File: src/rtl/display_mode_ctrl_pkg.sv
// Shared definitions for the display mode controller.
//  - state_t  : controller states (3-bit encoding)
//  - DSEL_*   : display mux view codes driven on disp_sel
//  - SRC_*    : which event raised the current alert
//  - view_sel : maps a state (and alert source) onto a display view code
package display_mode_ctrl_pkg;

    typedef enum logic [2:0] {
        S_TIME   = 3'd0,
        S_STW    = 3'd1,
        S_TMR    = 3'd2,
        S_ALMSET = 3'd3,
        S_ALERT  = 3'd4
    } state_t;

    localparam logic [1:0] DSEL_TIME = 2'd0;
    localparam logic [1:0] DSEL_STW  = 2'd1;
    localparam logic [1:0] DSEL_TMR  = 2'd2;
    localparam logic [1:0] DSEL_ALM  = 2'd3;

    localparam logic SRC_ALM = 1'b0;
    localparam logic SRC_TMR = 1'b1;

    // An alarm alert shows the time of day; a timer alert shows the expired timer.
    function automatic logic [1:0] view_sel(input state_t st, input logic src);
        logic [1:0] sel;
        case (st)
            S_TIME:   sel = DSEL_TIME;
            S_STW:    sel = DSEL_STW;
            S_TMR:    sel = DSEL_TMR;
            S_ALMSET: sel = DSEL_ALM;
            S_ALERT:  sel = (src == SRC_TMR) ? DSEL_TMR : DSEL_TIME;
            default:  sel = DSEL_TIME;
        endcase
        return sel;
    endfunction

endpackage

File: src/rtl/display_mode_ctrl_debounce.sv
// btn_debounce: synchronises a raw asynchronous button and filters bounce.
// The stable level only follows the synchronised input after DBNC_CYC
// consecutive equal samples that differ from it. A one-clk press pulse is
// produced on a stable 0->1 transition only; release gives no pulse.
// Latency from a raw rising edge to the press pulse is DBNC_CYC+2 clocks.
// Ports:
//  clk   in  system clock
//  reset in  asynchronous active-low reset
//  raw   in  raw button level (asynchronous)
//  press out one-clk pulse per debounced press
module btn_debounce
    import display_mode_ctrl_pkg::*;
#(
    parameter int DBNC_CYC = 1_000_000
) (
    input  logic clk,
    input  logic reset,
    input  logic raw,
    output logic press
);

    localparam int CW = (DBNC_CYC < 1) ? 1 : $clog2(DBNC_CYC + 1);
    localparam logic [CW-1:0] CNT_LAST = CW'(DBNC_CYC - 1);

    logic          sync_1_r;
    logic          sync_2_r;
    logic          stable_r;
    logic [CW-1:0] cnt_r;

    // Two-flop synchroniser for the asynchronous button input.
    always_ff @(posedge clk or negedge reset) begin
        if (!reset) begin
            sync_1_r <= 1'b0;
            sync_2_r <= 1'b0;
        end else begin
            sync_1_r <= raw;
            sync_2_r <= sync_1_r;
        end
    end

    // Stability counter; any sample equal to the stable level restarts the count.
    always_ff @(posedge clk or negedge reset) begin
        if (!reset) begin
            stable_r <= 1'b0;
            cnt_r    <= '0;
            press    <= 1'b0;
        end else if (sync_2_r != stable_r) begin
            if (cnt_r >= CNT_LAST) begin
                stable_r <= sync_2_r;
                cnt_r    <= '0;
                press    <= sync_2_r;
            end else begin
                cnt_r    <= cnt_r + CW'(1);
                press    <= 1'b0;
            end
        end else begin
            cnt_r <= '0;
            press <= 1'b0;
        end
    end

endmodule

File: src/rtl/display_mode_ctrl.sv
// display_mode_ctrl: sequences the clock's user modes and arbitrates the
// 4-digit display between time, stopwatch, timer and alarm-set views.
// An alarm ring or timer expiry preempts the view (ALERT), flashes the
// display and returns to the previous view on acknowledge.
// Ports:
//  clk        in   system clock
//  reset      in   asynchronous active-low reset
//  tick_1hz   in   one-clk strobe per second
//  btn_mode   in   raw mode button
//  btn_ack    in   raw acknowledge button
//  alarm_ring in   level, high while the alarm rings
//  timer_done in   one-clk pulse at timer expiry
//  disp_sel   out  view select 0=TIME 1=STW 2=TMR 3=ALM
//  stw/tmren/almen out  one-hot-or-zero decode of disp_sel
//  blank      out  display blank during ALERT flash
//  alert      out  high in ALERT
//  mode_chg   out  one-clk pulse when disp_sel changes
module display_mode_ctrl
    import display_mode_ctrl_pkg::*;
#(
    parameter int DBNC_CYC = 1_000_000,
    parameter int IDLE_SEC = 10
) (
    input  logic       clk,
    input  logic       reset,
    input  logic       tick_1hz,
    input  logic       btn_mode,
    input  logic       btn_ack,
    input  logic       alarm_ring,
    input  logic       timer_done,
    output logic [1:0] disp_sel,
    output logic       stw,
    output logic       tmren,
    output logic       almen,
    output logic       blank,
    output logic       alert,
    output logic       mode_chg
);

    localparam int IW = (IDLE_SEC < 1) ? 1 : $clog2(IDLE_SEC + 1);
    localparam logic [IW-1:0] IDLE_LAST = IW'(IDLE_SEC - 1);

    logic mode_press_s;
    logic ack_press_s;

    btn_debounce #(.DBNC_CYC(DBNC_CYC)) u_dbnc_mode (
        .clk   (clk),
        .reset (reset),
        .raw   (btn_mode),
        .press (mode_press_s)
    );

    btn_debounce #(.DBNC_CYC(DBNC_CYC)) u_dbnc_ack (
        .clk   (clk),
        .reset (reset),
        .raw   (btn_ack),
        .press (ack_press_s)
    );

    state_t        state_r;
    state_t        saved_r;
    logic          src_r;
    logic          pend_r;
    logic [IW-1:0] idle_r;
    logic          ring_q_r;

    state_t        state_s;
    state_t        saved_s;
    logic          src_s;
    logic          pend_s;
    logic [IW-1:0] idle_s;
    logic          blank_s;
    logic [1:0]    dsel_s;
    logic          ring_rise_s;
    logic          ring_fall_s;
    logic          exit_s;

    assign ring_rise_s = alarm_ring & ~ring_q_r;
    assign ring_fall_s = ~alarm_ring & ring_q_r;

    // Next-state logic for the mode sequencer and alert preemption.
    always_comb begin
        state_s = state_r;
        saved_s = saved_r;
        src_s   = src_r;
        pend_s  = pend_r;
        idle_s  = idle_r;
        blank_s = blank;
        exit_s  = 1'b0;

        if (state_r != S_ALERT) begin
            if (ring_rise_s || timer_done) begin
                // Alert entry wins over a same-cycle mode press; the alarm
                // is shown first and a coincident timer expiry is queued.
                state_s = S_ALERT;
                saved_s = state_r;
                src_s   = ring_rise_s ? SRC_ALM : SRC_TMR;
                pend_s  = ring_rise_s & timer_done;
                blank_s = 1'b0;
            end else begin
                case (state_r)
                    S_TIME:   state_s = mode_press_s ? S_STW : S_TIME;
                    S_STW:    state_s = mode_press_s ? S_TMR : S_STW;
                    S_TMR:    state_s = mode_press_s ? S_ALMSET : S_TMR;
                    S_ALMSET: begin
                        if (mode_press_s) begin
                            state_s = S_TIME;
                        end else if (ack_press_s) begin
                            idle_s = '0;
                        end else if (tick_1hz) begin
                            if (idle_r >= IDLE_LAST) begin
                                state_s = S_TIME;
                            end else begin
                                idle_s = idle_r + IW'(1);
                            end
                        end else begin
                            idle_s = idle_r;
                        end
                    end
                    default:  state_s = S_TIME;
                endcase
            end
        end else begin
            if (src_r == SRC_ALM && timer_done) begin
                pend_s = 1'b1;
            end else begin
                pend_s = pend_r;
            end
            if (tick_1hz) begin
                blank_s = ~blank;
            end else begin
                blank_s = blank;
            end
            exit_s = ack_press_s || (src_r == SRC_ALM && ring_fall_s);
            if (exit_s) begin
                blank_s = 1'b0;
                if (pend_s) begin
                    // A queued timer alert takes over instead of leaving ALERT.
                    src_s  = SRC_TMR;
                    pend_s = 1'b0;
                end else begin
                    state_s = saved_r;
                end
            end else begin
                state_s = S_ALERT;
            end
        end

        // The idle count only survives while staying inside ALMSET.
        if (state_s != S_ALMSET || state_r != S_ALMSET) begin
            idle_s = '0;
        end else begin
            idle_s = idle_s;
        end

        dsel_s = view_sel(state_s, src_s);
    end

    // State, context and registered output update.
    always_ff @(posedge clk or negedge reset) begin
        if (!reset) begin
            state_r  <= S_TIME;
            saved_r  <= S_TIME;
            src_r    <= SRC_ALM;
            pend_r   <= 1'b0;
            idle_r   <= '0;
            ring_q_r <= 1'b0;
            disp_sel <= DSEL_TIME;
            stw      <= 1'b0;
            tmren    <= 1'b0;
            almen    <= 1'b0;
            blank    <= 1'b0;
            alert    <= 1'b0;
            mode_chg <= 1'b0;
        end else begin
            state_r  <= state_s;
            saved_r  <= saved_s;
            src_r    <= src_s;
            pend_r   <= pend_s;
            idle_r   <= idle_s;
            ring_q_r <= alarm_ring;
            disp_sel <= dsel_s;
            stw      <= (dsel_s == DSEL_STW);
            tmren    <= (dsel_s == DSEL_TMR);
            almen    <= (dsel_s == DSEL_ALM);
            blank    <= blank_s;
            alert    <= (state_s == S_ALERT);
            mode_chg <= (dsel_s != disp_sel);
        end
    end

endmodule

File: config.mk
export PLATFORM = sky130hd
export DESIGN_NAME = display_mode_ctrl
export DESIGN_NICKNAME = d
export VERILOG_FILES = /design/src/rtl/display_mode_ctrl_pkg.sv /design/src/rtl/display_mode_ctrl_debounce.sv /design/src/rtl/display_mode_ctrl.sv
export SDC_FILE = /design/constraint.sdc
export NUM_CORES = 1
export LEC_CHECK = 0
export ABC_CLOCK_PERIOD_IN_PS = 2100
export BUFFER_PORTS_ARGS = -buffer_cell sky130_fd_sc_hd__buf_4
export CORE_MARGIN = 4
export CORE_UTILIZATION = 57
export CTS_BUF_LIST = sky130_fd_sc_hd__clkbuf_8
export DETAILED_ROUTE_END_ITERATION = 12
export PLACE_DENSITY_LB_ADDON = 0.05
export SLEW_MARGIN = 30
export SYNTH_ARGS = -nofsm -noshare
export SYNTH_HDL_FRONTEND = slang
export SYNTH_SLANG_ARGS = --single-unit
File: constraint.sdc
create_clock -name clk -period 2.1 [get_ports clk]
set_clock_uncertainty 0.15 [all_clocks]
set_input_delay 0.315 -clock clk [delete_from_list [all_inputs] [get_ports clk]]
set_output_delay 0.315 -clock clk [all_outputs]
set_load 0.05 [all_outputs]
[After elaboration in Yosys (flattened, before gate mapping)]
Cells that the tools add are included.
Storage, ports and cells
  flip-flop bits (word level): 69
  input port bits: 7
  output and inout port bits: 8
Cells by class
  $add $sub $neg: 3
  magnitude comparators: 3
  equality and inequality tests: 20
  muxes and demuxes: 44
  bitwise logic cells: 7
  reductions and logical operators: 15
Operator list (count)
  two-way mux 20 bit: 4
  adder 20 x 1 -> 20 bit, second input constant: 2
  greater-or-equal comparator 20 bit, second input constant: 2
  two-way mux 4 bit: 8
  two-way mux 3 bit: 8
  two-way mux 1 bit: 20
  == test 3 x 2 -> 1 bit, second input constant: 4
  case mux 3 bit (4 select lines): 1
  case mux 2 bit (4 select lines): 1
  AND reduction 2 bit: 4
  == test 3 x 1 -> 1 bit, second input constant: 2
  != test 3 x 2 -> 1 bit, second input constant: 2
  AND reduction 6 bit: 1
  nonzero test 3 bit: 2
  adder 4 x 1 -> 4 bit, second input constant: 1
  == test 2 bit, second input constant: 2
  greater-or-equal comparator 4 bit, second input constant: 1
  two-way mux 2 bit: 2
  != test 2 x 1 -> 1 bit, second input constant: 2
  inverter 1 bit: 4
  nonzero test 2 bit: 2
  bitwise AND 1 bit: 3
  == test 3 bit, second input constant: 1
  zero test 3 bit: 1
  other kinds (8): 12

[Logic depth before layout (Yosys ltp)]
Gate-level depths: netlist of the first run.
  word-level depth: 12
  depth in mapped cells: 9
  depth with buffers taken out: 9

[Hierarchy]
A second synthesis of the first run with hierarchy kept.
Unflattened totals
  cells, all modules: 339
  area total of the unflattened synthesis: 3553.4 sq um
Modules (own cells, without submodules)
  btn_debounce (u_dbnc_mode): instances 1, cells each 107, area an instance 1221.2 sq um, sequential area each 600.6 sq um
  btn_debounce (u_dbnc_ack): instances 1, cells each 118, area an instance 1197.4 sq um, sequential area each 600.6 sq um
  display_mode_ctrl: instances 1, cells each 114, area an instance 1134.8 sq um, sequential area each 525.5 sq um

[Worst setup path after synthesis of the first run]
OpenSTA, ideal clock, no wires.
  path type: reg-to-reg
  start point: reg idle_r[0]
  end point: reg mode_chg
  arrival: 2.021 ns
  setup slack: -0.138 ns
  cell stages (with the launch flop): 10
  buffers on the path: 0
  cell sequence: dfrtp_1 inv_1 ha_1 nor3b_1 o311ai_1 a31oi_1 nor2_1 inv_1 a2111oi_2 o32a_1
On the way
  word-level cells in the longest chain between the ends: 11
Ends and longest elaborated chain
  start, declared: RTL line display_mode_ctrl.sv:64  | logic [IW-1:0] idle_r;
  start signal, assigned: RTL line display_mode_ctrl.sv:180  | idle_r <= idle_s;
  greater-or-equal comparator 4 bit *: RTL line display_mode_ctrl.sv:111  | if (idle_r >= IDLE_LAST) begin
  two-way mux 3 bit *: RTL line display_mode_ctrl.sv:111
  two-way mux 3 bit *: RTL line display_mode_ctrl.sv:110  | end else if (tick_1hz) begin
  two-way mux 3 bit *: RTL line display_mode_ctrl.sv:108  | end else if (ack_press_s) begin
  two-way mux 3 bit *: RTL line display_mode_ctrl.sv:106  | if (mode_press_s) begin
  case mux 3 bit (4 select lines) *: RTL line display_mode_ctrl.sv:101  | case (state_r)
  two-way mux 3 bit *: RTL line display_mode_ctrl.sv:92  | if (ring_rise_s || timer_done) begin
  two-way mux 3 bit *: RTL line display_mode_ctrl.sv:91  | if (state_r != S_ALERT) begin
  via state_s[1]: RTL line display_mode_ctrl.sv:67  | state_t state_s;
  == test 3 bit (tied with other cells): RTL line display_mode_ctrl_pkg.sv:27  | case (st)
  case mux 2 bit (4 select lines) *: RTL line display_mode_ctrl_pkg.sv:27
  != test 2 bit *: RTL line display_mode_ctrl.sv:188  | mode_chg <= (dsel_s != disp_sel);
  end signal, assigned: RTL line display_mode_ctrl.sv:188
  end, declared: RTL line display_mode_ctrl.sv:37  | output logic mode_chg
The timed path passes the listed nets; every way through them passes the cells marked *.
A chain may end at the register's enable or synchronous reset.

[Worst setup path in the final report of the first run]
  start point: reg idle_r[1]
  end point: reg mode_chg
The elaborated chain is that of the path after synthesis.

==> results of run 1 <==
## power groups by stage
stage / logic, W / registers [W] / clock network [W]
after CTS: 0.000719 / 0.00151 / 0.00132
after detailed placement: 0.000713 / 0.00153 / 0
after global routing: 0.000820 / 0.00153 / 0.00137
after floorplan: 0.000319 / 0.00168 / 0
after global placement: 0.000704 / 0.00153 / 0
final: 0.000766 / 0.00152 / 0.00129
## sequential cells by signal, indices dropped and copies added (netlist names), 2 cells and up
name / flops
disp_sel: 2
u_dbnc_ack.cnt_r: 20
idle_r: 4
u_dbnc_mode.cnt_r: 20
state_r: 3
saved_r: 3
## cells by family (layout without fill, tap and decap cells)
family,after synthesis,in the layout
compound gates,38,38
mux,2,2
buf+inv,19,83
flops,69,69
xor+xnor,40,40
fa+ha+maj,5,5
simple gates,153,153
## critical path: stages (launching register included)
cell	delay, ps
dfrtp_1	410
inv_2	120
ha_4	130
nor3b_4	230
o311ai_1	130
a31oi_1	280
nor2_2	100
inv_2	90
a2111oi_4	40
o32a_1	360
## metrics by stage
step | instance area (um^2) | total power (W) | utilization, %
floorplan | 3300 | 0.00200 | -
global placement | 3730 | 0.00224 | 67.3
detailed placement | 3730 | 0.00225 | 67.3
CTS | 4020 | 0.00355 | 72.6
global route | 4160 | 0.00372 | 75.0
finish | 4160 | 0.00357 | 75.0
## metal layers
metal / routed length [um] / up-vias
met1: 2970 / 1192
met2: 3060 / 47
met4: 93 / 0
li1: - / 1228
met5: 0 / -
met3: 256 / 11
## area by class of cell
class / instances / area, um^2
clock buffers: 9 / 124
clock inverters: 7 / 115
fillers: 364 / 1380
inverters: 13 / 48.8
multi-input cells: 238 / 1610
flip-flops and latches: 69 / 1730
well taps: 72 / 90.1
repair buffers: 54 / 444
## path summary, 6_finish.rpt
check	from	end	slack (ps)	depth (start not counted)
max	idle_r[1]	mode_chg	-50	9
min	timer_done	pend_r	100	3
max reg2reg	idle_r[1]	mode_chg	-50	9
min reg2reg	u_dbnc_ack.sync_1_r	u_dbnc_ack.sync_2_r	200	0
max in group asynchronous	reset	u_dbnc_ack.cnt_r[18]	1000	3
min in group asynchronous	reset	blank	270	2
## cells in the final DEF (no fill, tap or decap), types with 3 or more instances in the layout
cell type      netlist  layout
a21oi_1              8       6
and2_1               3       3
and3_1               7       7
buf_4                0      47
bufinv_16            0       3
clkbuf_8             0       9
dfrtp_1             69      69
dlygate4sd3_1        0       4
ha_4                 0       3
inv_1               11       9
inv_2                2       5
nand2_1             26      25
nand2b_1             3       3
nand3_1             20      20
nand4_1              5       5
nor2_1              53      49
nor2_2               0       4
nor2b_1              4       4
nor3_1               8       6
nor3_2               1       3
nor3b_1              4       3
o21ai_0              9       8
xnor2_1             16      16
xor2_1              24      24
## timing repair
action | 4_1_cts | 5_1_grt
resized for setup | 3 | 25
buffers inserted | 0 | 3
setup endpoints to repair | 5 | 32
endpoints found under the hold margin | 28 | 0
hold buffers | 4 | 0
pin swaps | 4 | 14
==> flow_metrics.py, run 1 <==
metrics = {
    "outcome": {
        "outcome": "complete, but fails checks",
        "violations": "negative setup slack",
    },
    "finish": {
        "syn_to_final_growth_pct": 26.7,
        "final_cells": 462,
        "final_layout_size_suffix_gt1_share_pct": 26.4,
        "num-nets-final": 397,
        "antenna_cells": 0,
    },
    "grt": {
        "antenna_found_initial": 0,
        "grtUsageTotal_pct": 19.2,
        "grt_use_met2_pct": 31.2,
        "grt_pass1_vias": 2416,
        "use_met3_pct": 4.54,
        "grt_max_degree": 45,
        "grt-ovfl-total": 0,
        "grt_pass1_wl_mm": 10.8,
        "met1_usage_pct": 25.2,
        "busiest_layer": "met2",
    },
    "synthesis": {
        "synth_ff_type": "dfrtp_1",
        "netlist_area_um2": 3280,
        "ys_ff_latch": 69,
        "ys_seq_area_share_pct": 52.7,
        "synth-edff-count": 0,
        "synth_area_leaders": "dfrtp_1 (53%), xor2_1 (6.4%), nor2_1 (6.1%), xnor2_1 (4.3%), nand3_1 (3.1%)",
        "yosysMostFrequentCell": "dfrtp_1",
        "synthMuxAreaShare_pct": 0.687,
        "synth_xor_area_share_pct": 10.7,
        "synth-compound-area-share_pct": 7.94,
        "syn_avg_cell_area_um2": 10.1,
        "synthAdderAreaFrac_pct": 1.91,
        "synth_top_family_by_area": "simple AND/OR/NAND/NOR gates",
        "synth_cells": 326,
        "synth_area_leader_cell": "dfrtp_1",
        "ys_types": 51,
        "ys_warn_count": 0,
        "synth_top_area_share_pct": 52.7,
        "syn_nets": 338,
        "synthSimpleGateAreaFrac_pct": 23.6,
        "synth_commonest_cells": "dfrtp_1 (69), nor2_1 (53), nand2_1 (26), xor2_1 (24), nand3_1 (20)",
        "async_reset_ff_share_pct": 100,
    },
    "critical_path": {
        "critPathCaptureType": "register",
        "cp.arrival_ps": 2220,
        "crit_type": "reg2reg",
        "startpoint_type": "register",
        "required_ps": 2170,
        "cp_max_fo": 3,
    },
    "power": {
        "combPwrFrac_pct": 21.4,
        "power_density_nw_per_um2": 860,
        "leakage_nw": 1.88,
        "pwr-share-seq_pct": 42.4,
        "clock_power_share_pct": 36.2,
        "switchingPower_w": 0.00101,
        "p_sw_share_pct": 28.4,
        "p_int_w": 0.00256,
        "ir_drop_v": 0.000740,
    },
    "placement": {
        "post-place-ws_ps": -58.6,
        "dp.cells": 439,
        "io_buffers": 14,
        "place.gp.congestion": 0.867,
        "hpwl_mm": 4.31,
    },
    "cts": {
        "cts_max_level": 3,
        "root_buffer": "clkbuf_8",
        "worstSkewPairLatency_ps": 340,
        "cts_buffers": 9,
        "clk_pin_slew_worst_paths_ps": 80,
        "clock_path_buffers": 2,
        "cts.sinks": 69,
        "cts_tree": "built",
    },
    "timing": {
        "rsz0062_at_grt": "yes",
        "whs_ps": 100,
        "hold_viol": 0,
        "maxSlewViolCount": 0,
        "maxSlewHeadroom_pct": 73.6,
        "setup_violations": 2,
        "finalCritPeriodShare_pct": 102,
        "fmax_mhz": 465,
        "period_minus_slack_ps": 2150,
        "tns_ps": -75.1,
        "setup_slack_ps": -52.0,
        "worstMarginPinSlew_ps": 395,
    },
    "floorplan": {
        "core_area_um2": 5540,
        "die_w_um": 83.9,
        "num_io_pins": 15,
        "start_util_pct": 59.2,
        "die_area_um2": 7030,
        "num_rows": 27,
        "die_y_um": 83.9,
    },
    "routing": {
        "drt_first_pass_iters": 5,
        "ant_nets": 0,
        "wire_per_inst_um": 13.8,
        "drc": 0,
        "wl_mm": 6.38,
        "via_per_inst": 5.36,
        "drtIter0Drc": 88,
        "vias": 2478,
    },
    "job": {
        "drv_cap": 0,
    },
    "hold_path": {
        "hp-class": "in2reg",
    },
}
Power figures use the tool's default switching activity.
==> run 2, diff against run 1 <==
--- a/config.mk
+++ b/config.mk
@@ -8,8 +8,8 @@
 export ABC_CLOCK_PERIOD_IN_PS = 2100
 export BUFFER_PORTS_ARGS = -buffer_cell sky130_fd_sc_hd__buf_4
 export CORE_MARGIN = 4
-export CORE_UTILIZATION = 57
-export CTS_BUF_LIST = sky130_fd_sc_hd__clkbuf_8
+export CORE_UTILIZATION = 55
+export CTS_CLUSTER_DIAMETER = 80
 export DETAILED_ROUTE_END_ITERATION = 12
 export PLACE_DENSITY_LB_ADDON = 0.05
 export SLEW_MARGIN = 30
==> run 2 against run 1 <==
  * Die area rose by 3.3%
  * Sequential share of layout area rose by 0.45 points
  * The run now ends clean
  * Routed wire length fell by 1.1%
  * Highest routed layer unchanged
  * Cell area fell by 0.99%
  * Largest power group unchanged
  * Critical endpoint unchanged
  * Setup slack improved by 53 ps
  * Global-route usage fell by 0.92 points
  * Flip-flop and latch count did not move
  * Power fell by 7.1%
  * Utilization fell by 2.1 points
==> flow_metrics.py, run 2 (same netlist as run 1, synthesis figures left out) <==
metrics = {
    "grt": {
        "grt-ovfl-total": 0,
        "grt_pass1_vias": 2341,
        "grtUsageTotal_pct": 18.3,
        "antenna_found_initial": 0,
        "grt_pass1_wl_mm": 10.6,
        "grt_max_degree": 48,
    },
    "critical_path": {
        "startpoint_type": "register",
        "required_ps": 2170,
        "cp.arrival_ps": 2170,
        "reg2reg_from": "idle_r[1]",
        "cp_max_fo": 5,
        "r2r-end": "mode_chg",
        "r2r_cells": 9,
        "r2r_setup_slack_ps": 1,
        "crit_type": "reg2reg",
        "critPathCaptureType": "register",
    },
    "routing": {
        "drt_first_pass_iters": 4,
        "vias": 2486,
        "wire_per_inst_um": 13.6,
        "via_per_inst": 5.35,
        "ant_nets": 0,
        "wl_mm": 6.31,
        "drtIter0Drc": 124,
        "drc": 0,
    },
    "timing": {
        "setup_slack_ps": 1.24,
        "maxSlewViolCount": 0,
        "whs_ps": 110,
        "worstMarginPinSlew_ps": 374,
        "hold_viol": 0,
        "maxSlewHeadroom_pct": 75.1,
        "rsz0062_at_grt": "yes",
        "finalCritPeriodShare_pct": 99.9,
        "setup_violations": 0,
        "fmax_mhz": 476,
        "period_minus_slack_ps": 2100,
    },
    "finish": {
        "multiInputGateArea_um2": 1590,
        "syn_to_final_growth_pct": 25.5,
        "layout_common_cells": "dfrtp_1 (68), buf_4 (51), nor2_1 (47)",
        "layout_commonest_cell": "dfrtp_1",
        "reg_top3": "u_dbnc_ack.cnt_r: 20 flops, u_dbnc_mode.cnt_r: 20 flops, idle_r: 4 flops",
        "final_core_util_pct": 72.9,
        "final_layout_size_suffix_gt1_share_pct": 27.2,
        "regArea_um2": 1730,
        "final_cell_area_um2": 4120,
        "final_cells": 465,
        "antenna_cells": 0,
        "nFillCells": 426,
        "num-nets-final": 400,
    },
    "cts": {
        "cts_tree": "built",
        "cts.sinks": 69,
        "clock_path_buffers": 2,
        "cts_buffers": 9,
        "root_buffer": "clkbuf_8",
        "worstSkewPairLatency_ps": 340,
        "cts_max_level": 3,
        "clk_pin_slew_worst_paths_ps": 70,
    },
    "floorplan": {
        "num_io_pins": 15,
        "core_area_um2": 5640,
        "die_y_um": 85.2,
        "die_area_um2": 7260,
        "die_w_um": 85.2,
        "start_util_pct": 58.1,
        "num_rows": 27,
    },
    "hold_path": {
        "min_from": "tick_1hz",
        "holdPathEnd": "blank",
        "hp-class": "in2reg",
        "whs_path_depth": 3,
    },
    "placement": {
        "io_buffers": 14,
        "dp.cells": 439,
        "place.gp.congestion": 0.909,
        "post-place-ws_ps": -15.0,
        "hpwl_mm": 4.34,
        "postPlaceCellArea_um2": 3730,
    },
    "power": {
        "power_density_nw_per_um2": 807,
        "ir_drop_v": 0.000606,
        "leakage_nw": 1.86,
    },
    "job": {
        "drv_cap": 0,
    },
    "outcome": {
        "outcome": "completed",
    },
}
-- run 2: power by group --
| part | switching, W | internal, W |
|---|---|---|
| combinational | 0.000409 | 0.000337 |
| sequential | 0.0000812 | 0.00143 |
| clock | 0.000485 | 0.000578 |
-- run 2: cell type report --
class                      instances  area share (%)
clock inverter                     4            1.16
inverter                          13            1.19
sequential                        69            42.0
multi-input combinational        238            38.7
timing repair buffer              57            11.2
clock buffer                      12            3.53
tap                               72            2.19
-- run 2: timing repair --
| item | in CTS | in global routing |
|---|---|---|
| setup buffers | 1 | 5 |
| hold endpoints to repair | 25 | 0 |
| setup endpoints to repair | 2 | 33 |
| hold buffers | 4 | 0 |
| resized for setup | 1 | 27 |
| pin swaps | 3 | 12 |
| gates cloned | 0 | 0 |
-- run 2: layer usage --
| metal | routed length, um | GRT usage, % |
|---|---|---|
| met2 | 2970 | 29.0 |
| met3 | 234 | 3.79 |
| met1 | 2990 | 24.5 |
| met4 | 114 | 7.34 |
| met5 | 0 | 0 |
-- run 2: worst max path at each step --
stage / startpoint / end / slack (ps) / cells past startpoint
4_1_cts: idle_r[1] / mode_chg / 0.7 / 9
3_5_place_dp: state_r[0] / mode_chg / -10 / 6
3_3_place_gp: alarm_ring / mode_chg / 20 / 8
5_1_grt: idle_r[1] / idle_r[1] / -210 / 9
2_1_floorplan: u_dbnc_mode.cnt_r[2] / u_dbnc_mode.cnt_r[10] / 3 / 7
6_report: idle_r[1] / mode_chg / 1 / 9
-- run 2: worst max-delay path, stage by stage, from the launching register on --
cell and delay, ps:
dfrtp_1 410, inv_2 120, ha_4 130, nor3b_4 250, nor3_2 70, a311oi_2 310, nor2_2 90, inv_2 120
a2111oi_2 50, o32a_1 290
-- run 2: per-stage QoR --
step	TNS (ps)	total power (W)
after floorplan	0	0.00200
after global placement	0	0.00226
after detailed placement	-24.2	0.00227
after CTS	0	0.00334
after global routing	-1180	0.00349
final	0	0.00332
==> run 3, diff against run 2 <==
--- a/config.mk
+++ b/config.mk
@@ -5,14 +5,14 @@
 export SDC_FILE = /design/constraint.sdc
 export NUM_CORES = 1
 export LEC_CHECK = 0
-export ABC_CLOCK_PERIOD_IN_PS = 2100
+export ABC_CLOCK_PERIOD_IN_PS = 2600
 export BUFFER_PORTS_ARGS = -buffer_cell sky130_fd_sc_hd__buf_4
 export CORE_MARGIN = 4
-export CORE_UTILIZATION = 55
+export CORE_UTILIZATION = 60
 export CTS_CLUSTER_DIAMETER = 80
 export DETAILED_ROUTE_END_ITERATION = 12
 export PLACE_DENSITY_LB_ADDON = 0.05
-export SLEW_MARGIN = 30
+export SLEW_MARGIN = 5
 export SYNTH_ARGS = -nofsm -noshare
 export SYNTH_HDL_FRONTEND = slang
 export SYNTH_SLANG_ARGS = --single-unit
==> constraint.sdc (replaced) <==
create_clock -name clk -period 2.6 [get_ports clk]
set_clock_uncertainty 0.15 [all_clocks]
set_input_delay 0.39 -clock clk [delete_from_list [all_inputs] [get_ports clk]]
set_output_delay 0.39 -clock clk [all_outputs]
set_load 0.05 [all_outputs]
==> run 3 against run 2 <==
  * The flow now finishes with violations (negative hold slack)
  * Worst hold slack worse by 130 ps
  * Count of clock-buffer cells in the layout down 1
  * Power down 19%
  * Highest routed layer unchanged
  * Sequential share of layout area up 4.2 points
  * First-iteration DRC count down 12%
  * Global-route usage up 1.8 points
  * Cell area down 9.2%
  * Die area down 7.6%
  * Sequential power down 19%
==> flow_metrics.py, run 3 (same netlist as run 1, synthesis figures left out) <==
metrics = {
    "outcome": {
        "outcome": "complete, but fails checks",
        "violations": "negative hold slack",
    },
    "grt": {
        "grt_max_degree": 70,
        "grt_pass1_wl_mm": 10.2,
        "grt_pass1_vias": 2359,
        "grt-ovfl-total": 0,
        "grtUsageTotal_pct": 20.1,
        "antenna_found_initial": 0,
    },
    "routing": {
        "dr_wl_met2_mm": 2.80,
        "drt_first_pass_iters": 6,
        "drtIter0Drc": 109,
        "vias": 2351,
        "route.top_layer_used": "met4",
        "via_per_inst": 5.48,
        "wire_per_inst_um": 13.3,
        "drc": 0,
        "wl_met3_um": 239,
        "wl_mm": 5.70,
        "ant_nets": 0,
        "wl_met1_mm": 2.61,
    },
    "critical_path": {
        "cp_cell_sequence": "or3b_1, and2_1, nor3_2, and2_4, a2111oi_2, o32a_1",
        "required_ps": 2670,
        "cp.arrival_ps": 2480,
        "startpoint_type": "register",
        "cp_max_fo": 9,
        "critPathCaptureType": "register",
        "cp_slowest_cell": "or3b_1",
        "crit_type": "reg2reg",
        "critPathMaxStageDelay_ps": 530,
    },
    "timing": {
        "whs_ps": -22.9,
        "maxSlewViolCount": 0,
        "setup_violations": 0,
        "hold_viol": 13,
        "finalCritPeriodShare_pct": 92.6,
        "tns_ps": 0,
        "worstMarginPinSlew_ps": 821,
        "fmax_mhz": 415,
        "period_minus_slack_ps": 2410,
        "maxSlewHeadroom_pct": 45.3,
        "rsz0062_at_grt": "no",
    },
    "floorplan": {
        "num_rows": 26,
        "die_w_um": 81.9,
        "start_util_pct": 63.0,
        "die_y_um": 81.9,
        "die_area_um2": 6710,
        "num_io_pins": 15,
        "core_area_um2": 5200,
    },
    "finish": {
        "nFillCells": 414,
        "layout_common_cells": "dfrtp_1 (69), nor2_1 (53), nand2_1 (26)",
        "num-nets-final": 367,
        "antenna_cells": 0,
        "layout_commonest_cell": "dfrtp_1",
        "syn_to_final_growth_pct": 14.0,
        "reg_top3": "u_dbnc_ack.cnt_r: 20 flops, u_dbnc_mode.cnt_r: 20 flops, idle_r: 4 flops",
        "final_layout_size_suffix_gt1_share_pct": 14.2,
    },
    "cts": {
        "cts.sinks": 69,
        "cts_buffers": 9,
        "clk_pin_slew_worst_paths_ps": 70,
        "cts_tree": "built",
        "cts_setup_buffers": 0,
        "clock_path_buffers": 2,
        "cts_max_level": 3,
        "root_buffer": "clkbuf_8",
        "worstSkewPairLatency_ps": 340,
    },
    "placement": {
        "io_buffers": 14,
        "hpwl_mm": 3.93,
        "place.gp.congestion": 0.828,
    },
    "power": {
        "leakage_nw": 1.68,
        "power_density_nw_per_um2": 718,
        "ir_drop_v": 0.000479,
    },
    "job": {
        "drv_cap": 0,
    },
    "hold_path": {
        "hp-class": "in2async",
    },
}
## run 3: changes by cell type in the layout (fill, tap and decap cells not counted), moves of 3 or more
cell	change
buf_4	-29
ha_1	+3
inv_2	-3
nor2_1	+6
inv_1	+3
nor2_2	-5
## run 3: what timing repair did
item,in CTS,in global routing
hold endpoints to repair,2,0
resized for setup,0,1
endpoints found under the setup margin,0,2
hold buffers,2,0
## run 3: final cells by class
| type | instances | area [um^2] | area share, % |
|---|---|---|---|
| timing repair buffer | 24 | 185 | 4.95 |
| clock inverter | 4 | 72.6 | 1.94 |
| clock buffer | 11 | 141 | 3.78 |
| sequential | 69 | 1730 | 46.2 |
| inverter | 13 | 48.8 | 1.31 |
| tap | 70 | 87.6 | 2.34 |
| multi-input combinational | 238 | 1480 | 39.5 |
## run 3: worst max-delay path, delay by kind of cell (launching register included)
family,cells,cell delay [ps]
DFF,1,490
and+or+nand+nor,4,1240
AOI/OAI and AO/OA,2,410
## run 3: through the flow
stage	std cells	setup slack [ps]	area [um^2]	power (W)	util, %
floorplan	326	362	3280	0.00161	-
global placement	412	253	3500	0.00176	67.2
detailed placement	412	182	3500	0.00177	67.2
CTS	429	145	3730	0.00271	71.7
global route	429	32.7	3740	0.00283	71.8
finish	429	192	3740	0.00268	71.8
## run 3: power by group
part           switching, W  internal [W]  total (W)
logic              0.000306      0.000211   0.000517
registers         0.0000773       0.00116    0.00123
clock network      0.000373      0.000559   0.000932
total              0.000756       0.00193    0.00268
## run 3: final timing paths
path,startpoint,end,slack (ps),depth (start not counted)
min in group clk,alarm_ring,ring_q_r,30,1
setup reg to reg,state_r[1],mode_chg,190,6
max in group asynchronous,reset,u_dbnc_ack.cnt_r[8],1760,1
hold / removal,reset,pend_r,-20,1
hold reg to reg,u_dbnc_mode.sync_1_r,u_dbnc_mode.sync_2_r,200,0
setup / recovery,state_r[1],mode_chg,190,6
## run 3: metal layers
metal | vias to the layer above | track usage [%]
met5 | - | 0
met2 | 41 | 33.4
li1 | 1173 | -
met4 | 0 | 7.64
met3 | 7 | 5.70
met1 | 1130 | 24.8
